[src/rtl/mux_scan_n.sv]
// rtl/mux_scan_n.sv - registered N-channel mux with manual select and auto-scan mode
module mux_scan_n #(
    parameter  int BITS        = 4,
    parameter  int CHANNELS    = 8,
    parameter  int SCAN_PERIOD = 4,
    localparam int SELW        = (CHANNELS > 2) ? $clog2(CHANNELS) : 1
) (
    input  logic                     clock,
    input  logic                     reset,
    input  logic [CHANNELS*BITS-1:0] D,
    input  logic [SELW-1:0]          SEL,
    input  logic                     mode,
    input  logic                     hold,
    output logic [BITS-1:0]          MUX_OUT,
    output logic [SELW-1:0]          CH_OUT,
    output logic                     valid,
    output logic                     new_ch
);

    localparam int PW = (SCAN_PERIOD > 2) ? $clog2(SCAN_PERIOD) : 1;

    typedef enum logic {ST_MANUAL, ST_SCAN} state_t;

    state_t          state_q, state_d;
    logic [PW-1:0]   presc_q, presc_d;
    logic [SELW-1:0] ch_next;
    logic [SELW-1:0] ch_wrap;
    logic [BITS-1:0] data_next;
    logic            in_range;
    logic            terminal;

    always_ff @(posedge clock or posedge reset) begin
        if (reset) begin
            state_q <= ST_MANUAL;
        end else begin
            state_q <= state_d;
        end
    end

    always_comb begin
        state_d = mode ? ST_SCAN : ST_MANUAL;
    end

    // Explicit compare keeps the wrap correct for non power-of-2 channel counts
    assign ch_wrap  = (CH_OUT == SELW'(CHANNELS - 1)) ? '0 : CH_OUT + SELW'(1);
    assign terminal = (presc_q == PW'(SCAN_PERIOD - 1));

    // Precedence: mode entry/exit, then hold, then terminal count
    always_comb begin
        ch_next = CH_OUT;
        presc_d = presc_q;
        if (!mode) begin
            ch_next = SEL;
            presc_d = '0;
        end else if (state_q == ST_MANUAL) begin
            ch_next = '0;
            presc_d = '0;
        end else if (hold) begin
            ch_next = CH_OUT;
            presc_d = presc_q;
        end else if (terminal) begin
            ch_next = ch_wrap;
            presc_d = '0;
        end else begin
            ch_next = CH_OUT;
            presc_d = presc_q + PW'(1);
        end
    end

    // Out-of-range manual selects yield all ones and drop valid
    always_comb begin
        data_next = {BITS{1'b1}};
        in_range  = 1'b0;
        for (int k = 0; k < CHANNELS; k++) begin
            if (ch_next == SELW'(k)) begin
                data_next = D[k*BITS +: BITS];
                in_range  = 1'b1;
            end
        end
    end

    always_ff @(posedge clock or posedge reset) begin
        if (reset) begin
            presc_q <= '0;
            MUX_OUT <= '0;
            CH_OUT  <= '0;
            valid   <= 1'b0;
            new_ch  <= 1'b0;
        end else begin
            presc_q <= presc_d;
            MUX_OUT <= data_next;
            CH_OUT  <= ch_next;
            valid   <= in_range;
            new_ch  <= (ch_next != CH_OUT);
        end
    end

endmodule

[config.mk]
export PLATFORM = sky130hd
export DESIGN_NAME = mux_scan_n
export DESIGN_NICKNAME = d
export VERILOG_FILES = /design/src/rtl/mux_scan_n.sv
export SDC_FILE = /design/constraint.sdc
export NUM_CORES = 1
export LEC_CHECK = 0
export ABC_AREA = 1
export BUFFER_PORTS_ARGS = -buffer_cell sky130_fd_sc_hd__buf_4
export CORE_UTILIZATION = 48
export DETAILED_ROUTE_END_ITERATION = 10
export PLACE_DENSITY = 0.91
export SLEW_MARGIN = 0
export SYNTH_ARGS = -nofsm -noshare
export SYNTH_HDL_FRONTEND = slang
export SYNTH_SLANG_ARGS = --single-unit
[constraint.sdc]
create_clock -name clock -period 4.25 [get_ports clock]
set_input_delay 0.425 -clock clock [delete_from_list [all_inputs] [get_ports clock]]
set_output_delay 0.425 -clock clock [all_outputs]
set_load 0.05 [all_outputs]
==> out/qor.yml, run 1 <==
status: "finished, final reports clean"
holdBufCountCts: 0
cts_buffer_depth: 2
hold_class: "input pin to asynchronous set/reset pin"
yosysSeqAreaShare_pct: 31.87
std_cell_rows: 15
grt_overflow: 0
grt_pass1_vias: 919
hold_viol: 0
htree_levels: 1
crit_path_start: "CH_OUT[0]"
post_cts_buffers: 0
setup_violations: 0
timing.fmax_mhz: 486.6
design.portCount: 48
start_util_pct: 52.84
syn2layout_area_growth_pct: 44.62
clk_latency_ns: 0.27
cts_tree: "built"
critical_path.cell_chain: "ha_1 > ha_1 > inv_1 > nand3_1 > nand3_2 > nand2_4 > inv_4 > nor3_1 > a21oi_1 > nand3_1 > nand2_1"
die_area_um2: 2144
path_buf_inv: 2
clock-sinks: 12
netlist-cell-type-count: 21
reg2reg_to: "MUX_OUT[2]"
io_buffers: 47
dieWidth_um: 46.31
vias: 970
path_class: "flop to flop"
p_int_mw: 0.2342
wl_um: 2105
max_cap_viol_count: 0
power_switching_mw: 0.1311
r2r_cells: 11
drc: 0
globalplace.congestion: 0.7955
slowest_stage: "dfrtp_1"
drive_gt1_share_pct: 37.23
netlist_area_um2: 942.2
startpoint_type: "flop"
fin_skew_ns: 0.005939
seqCellArea_um2: 300.3
grt_usage_pct: 22.55
pwr-share-comb_pct: 39.4
nets: 231
ir_drop_uv: 141.0
slew_violations: 0
rr_startpoint: "CH_OUT[0]"
syn_avg_cell_area_um2: 6.877
ant_nets: 0
switching_share_pct: 35.89
setup_tns_ns: 0
reg2reg_slack_ns: 2.20
antenna_found_initial: 0
via_per_inst: 4.554
drtIter0Drc: 16
ys_seq_elements: 12
yosysWarningCount: 0
cp_top_family: "simple AND/OR/NAND/NOR gates"
antenna_cells: 0
wl_met3_um: 109
drt-pass1-iter-count: 5
cp-end-kind: "flop"
arrival_ns: 2.22
cts_buffers: 3
syn-num-nets: 179
crit_required_ns: 4.41
routed-wl-met2_um: 1130
grt_setup_unrepaired: "false"
fill_cells: 140
multi_input_area_um2: 519.2
ctsResizeCount: 0
die_y_um: 46.31
drt-met1-wl_um: 854
max_stage_delay_ns: 0.40
grt_pass1_wl_um: 3512
fin_util_pct: 76.42
wl_per_cell_um: 9.883
finalCritPeriodShare_pct: 48.35
root_buffer: "clkbuf_4"
p_per_area_nw_per_um2: 268.1
grt_max_degree: 13
p_seq_share_pct: 35.9
place.detailed.hpwl_um: 1805
synthCells: 137
min_period_ns: 2.055
top_layer_used: "met4"
power_frac_clock_pct: 24.7
cts.reportedPaths.clkPinSlew_ns: 0.08
cp_max_fo: 8
leakage_nw: 0.7716
fp.coreArea_um2: 1783
==> sequential cells by signal, summed over array words and instances, names as in the netlist <==
register / count
CH_OUT: 3
valid: 1
MUX_OUT: 4
state_q: 1
presc_q: 2
new_ch: 1
==> logic make-up after synthesis <==
| group | share of synthesized area (%) |
|---|---|
| simple gates | 45.95 |
| buf+inv | 13.01 |
| flops | 31.87 |
| xor+xnor | 3.718 |
| fa+ha+maj | 3.984 |
| compound gates | 1.062 |
| other cells | 0.3980 |
==> power groups by stage <==
stage	logic [mW]	registers (mW)	clock network (mW)
2_1_floorplan	0.0508	0.171	0
3_3_place_gp	0.142	0.132	0
3_5_place_dp	0.145	0.133	0
4_1_cts	0.145	0.131	0.0911
5_1_grt	0.158	0.132	0.0938
6_report	0.144	0.131	0.0902
==> cells in the mapped netlist <==
cell type / instances / area, um^2
nand2_1: 33 / 123.9
inv_4: 1 / 6.260
nand3_1: 8 / 40.04
xor2_1: 4 / 35.03
ha_1: 3 / 37.54
or2_0: 4 / 25.02
nor3_1: 2 / 10.01
nand3_2: 3 / 30.03
clkinv_1: 1 / 3.750
nand4_1: 4 / 25.02
nand2_2: 2 / 12.51
dfrtp_1: 12 / 300.3
nand4_2: 1 / 12.51
a21oi_1: 2 / 10.01
nor2_4: 1 / 11.26
nor2_1: 18 / 67.56
nor3_2: 3 / 30.03
conb_1: 1 / 3.750
inv_2: 4 / 15.01
inv_1: 26 / 97.59
nand2_4: 4 / 45.04
==> worst reg2reg max path, cell delays in order (launching register included) <==
cell and delay (ns):
dfrtp_1 0.40, ha_1 0.21, ha_1 0.27, inv_1 0.04, nand3_1 0.08, nand3_2 0.10, nand2_4 0.14, inv_4 0.07
nor3_1 0.37, a21oi_1 0.13, nand3_1 0.11, nand2_1 0.05
==> layout by cell type (no fill, tap or decap), types with 4 or more instances in the layout <==
| master | synthesis | layout |
|---|---|---|
| or2_0 | 4 | 4 |
| inv_1 | 26 | 26 |
| inv_2 | 4 | 4 |
| nor2_1 | 18 | 18 |
| buf_4 | 0 | 47 |
| nand4_1 | 4 | 4 |
| xor2_1 | 4 | 4 |
| dfrtp_1 | 12 | 12 |
| nand3_1 | 8 | 8 |
| nand2_1 | 33 | 33 |
| nand2_4 | 4 | 4 |
==> layer usage <==
metal	up-vias	GRT usage, %
met5	-	0
met4	0	7.059
met3	2	1.961
met2	40	43.06
met1	413	25.67
li1	515	-
==> how the worst max path moves through the flow <==
stage,depth (start not counted),slack [ns],to
2_1_floorplan,11,2.16,MUX_OUT[2]
3_3_place_gp,11,2.29,MUX_OUT[2]
3_5_place_dp,11,2.19,MUX_OUT[2]
4_1_cts,11,2.17,MUX_OUT[2]
5_1_grt,11,2.07,MUX_OUT[2]
6_report,11,2.20,MUX_OUT[2]
==> cell type report <==
type | instances | share of cell area, %
multi-input combinational | 93 | 38.11
timing repair buffer | 47 | 25.90
sequential | 12 | 22.04
inverter | 32 | 8.999
clock buffer | 4 | 2.663
tap | 25 | 2.296
==> through the flow <==
| step | hold WS [ns] | instance area (um^2) | cells | setup slack (ns) | total power [mW] |
|---|---|---|---|---|---|
| 2_1_floorplan | 0.2897 | 942.2 | 137 | 2.162 | 0.2216 |
| 3_3_place_gp | 0.4498 | 1326 | 209 | 2.286 | 0.2743 |
| 3_5_place_dp | 0.4584 | 1326 | 209 | 2.193 | 0.2779 |
| 4_1_cts | 0.1701 | 1363 | 213 | 2.169 | 0.3673 |
| 5_1_grt | 0.2068 | 1363 | 213 | 2.069 | 0.3836 |
| 6_report | 0.1579 | 1363 | 213 | 2.195 | 0.3653 |
No activity file was read; power rests on OpenSTA's default activity.
==> run 2, diff against run 1 <==
--- a/config.mk
+++ b/config.mk
@@ -7,9 +7,9 @@
 export LEC_CHECK = 0
 export ABC_AREA = 1
 export BUFFER_PORTS_ARGS = -buffer_cell sky130_fd_sc_hd__buf_4
-export CORE_UTILIZATION = 48
+export CORE_UTILIZATION = 45
 export DETAILED_ROUTE_END_ITERATION = 10
-export PLACE_DENSITY = 0.91
+export PLACE_DENSITY = 0.86
 export SLEW_MARGIN = 0
 export SYNTH_ARGS = -nofsm -noshare
 export SYNTH_HDL_FRONTEND = slang
==> constraint.sdc (replaced) <==
create_clock -name clock -period 2 [get_ports clock]
set_input_delay 0.2 -clock clock [delete_from_list [all_inputs] [get_ports clock]]
set_output_delay 0.2 -clock clock [all_outputs]
set_load 0.05 [all_outputs]
==> run 2 against run 1 <==
Against the previous run: critical path depth up 4; clock power up 120%; cell count up 3.3%; worst hold slack worse by 0.10 ns; wire length up 15%; setup slack worse by 2.1 ns; critical endpoint unchanged; clock skew down 0.0046 ns; combinational power up 130%; critical path type unchanged.
==> out/qor.yml, run 2 (synthesis results as in run 1) <==
status: "finished, final reports clean"
setup_violations: 0
cp-end-kind: "flop"
setup_tns_ns: 0
worst_hold_slack_ns: 0.05386
dpl_cell_area_um2: 1339
drt-pass1-iter-count: 4
cts_buffers: 3
final_cell_mix: "buf_4 (50), nand2_1 (31), inv_1 (25)"
p_per_area_nw_per_um2: 544.5
drc: 0
vias: 1029
clock-sinks: 12
fp.coreArea_um2: 1962
die_y_um: 47.76
globalplace.congestion: 0.7749
largest-register: "MUX_OUT"
die_area_um2: 2281
pre_cts_slack_ns: 0.02696
min_period_ns: 1.935
startpoint_type: "flop"
drive_gt1_share_pct: 45.08
nets: 236
antenna_cells: 0
largest_register_ffs: 4
fin_total_pwr_mw: 0.8060
rr_startpoint: "CH_OUT[1]"
ir_drop_uv: 337.5
fill_cells: 170
r2r_cells: 15
via_per_inst: 4.677
grt_setup_unrepaired: "true"
slew_violations: 0
reg2reg_to: "MUX_OUT[2]"
reg2reg_slack_ns: 0.07
grt_usage_pct: 21.13
htree_levels: 1
holdPathEnd: "state_q"
drtIter0Drc: 9
dieWidth_um: 47.76
grt_pass1_wl_um: 3374
grt_overflow: 0
cts_tree: "built"
hold_path_depth: 1
hold_viol: 0
max_cap_viol_count: 0
arrival_ns: 2.10
cp_max_fo: 7
cts_buffer_depth: 2
cts.reportedPaths.clkPinSlew_ns: 0.08
grt_max_degree: 13
antenna_found_initial: 0
min_from: "mode"
ant_nets: 0
start_util_pct: 48.02
reg_top3: "MUX_OUT (4), CH_OUT (3), presc_q (2)"
syn2layout_area_growth_pct: 57.10
place.detailed.hpwl_um: 1936
root_buffer: "clkbuf_4"
clk_latency_ns: 0.27
finalCritPeriodShare_pct: 96.74
wl_um: 2411
std_cell_rows: 16
wl_per_cell_um: 10.96
path_class: "flop to flop"
hold_class: "input pin to flop"
fin_skew_ns: 0.001352
final_common_cell: "buf_4"
crit_required_ns: 2.17
timing.fmax_mhz: 516.9
layout_setup_ws_ns: 0.06524
leakage_nw: 0.7935
io_buffers: 47
final_area_um2: 1480
grt_pass1_vias: 961
design.portCount: 48
run 2: changes by cell type in the layout (fill, tap and decap cells not counted), sizes merged:
cell / change
dlygate4sd3: +1
buf: +4
run 2: stage by stage:
step	std cells	utilization (%)
finish	220	75.45
global route	220	75.45
global placement	212	68.24
detailed placement	212	68.24
floorplan	137	-
CTS	217	70.60
run 2: report_power, final:
| part | internal, mW | switching [mW] |
|---|---|---|
| Sequential | 0.268 | 0.0132 |
| Combinational | 0.133 | 0.198 |
| Clock | 0.111 | 0.0832 |
| Total | 0.512 | 0.294 |
run 2: worst max-delay path by stage:
stage,from,to,slack (ns),cells past startpoint
6_report,CH_OUT[1],MUX_OUT[2],0.07,15
5_1_grt,CH_OUT[1],MUX_OUT[2],-0.03,14
4_1_cts,CH_OUT[1],MUX_OUT[2],0.006,15
3_5_place_dp,CH_OUT[1],MUX_OUT[3],0.03,12
3_3_place_gp,CH_OUT[0],MUX_OUT[2],0.09,14
2_1_floorplan,CH_OUT[0],MUX_OUT[2],0.01,11
run 2: critical path, cell delays in order, from the launching register on:
cell and delay (ns):
dfrtp_2 0.45, ha_4 0.18, ha_4 0.15, inv_2 0.04
nand2_2 0.04, nand2_2 0.08, nand3_4 0.09, nand2_4 0.14
nand2_4 0.07, nor2_4 0.08, inv_2 0.05, or2_0 0.20
nand3_1 0.08, nand2_1 0.06, nand3_1 0.06, nand2_1 0.05
run 2: final cells by class:
type / count / area [um^2] / area share (%)
timing repair buffer: 52 / 396.6 / 26.80
sequential: 12 / 302.8 / 20.46
multi-input combinational: 93 / 585.6 / 39.56
tap: 27 / 33.78 / 2.282
clock buffer: 4 / 36.28 / 2.451
inverter: 32 / 125.1 / 8.453
run 2: timing repair:
| item | 4_1_cts | 5_1_grt |
|---|---|---|
| gates resized for setup | 0 | 17 |
| endpoints found under the hold margin | 12 | 0 |
| hold buffers | 1 | 0 |
| buffers inserted | 0 | 3 |
| endpoints found under the setup margin | 0 | 4 |
run 2: per-layer routing:
layer	global-route usage [%]	share of wire, %	vias to the layer above
met5	0	0	-
met4	9.444	0.62	0
met3	3.774	6.3	2
met2	41.35	55	46
met1	21.30	38	459
li1	-	-	522
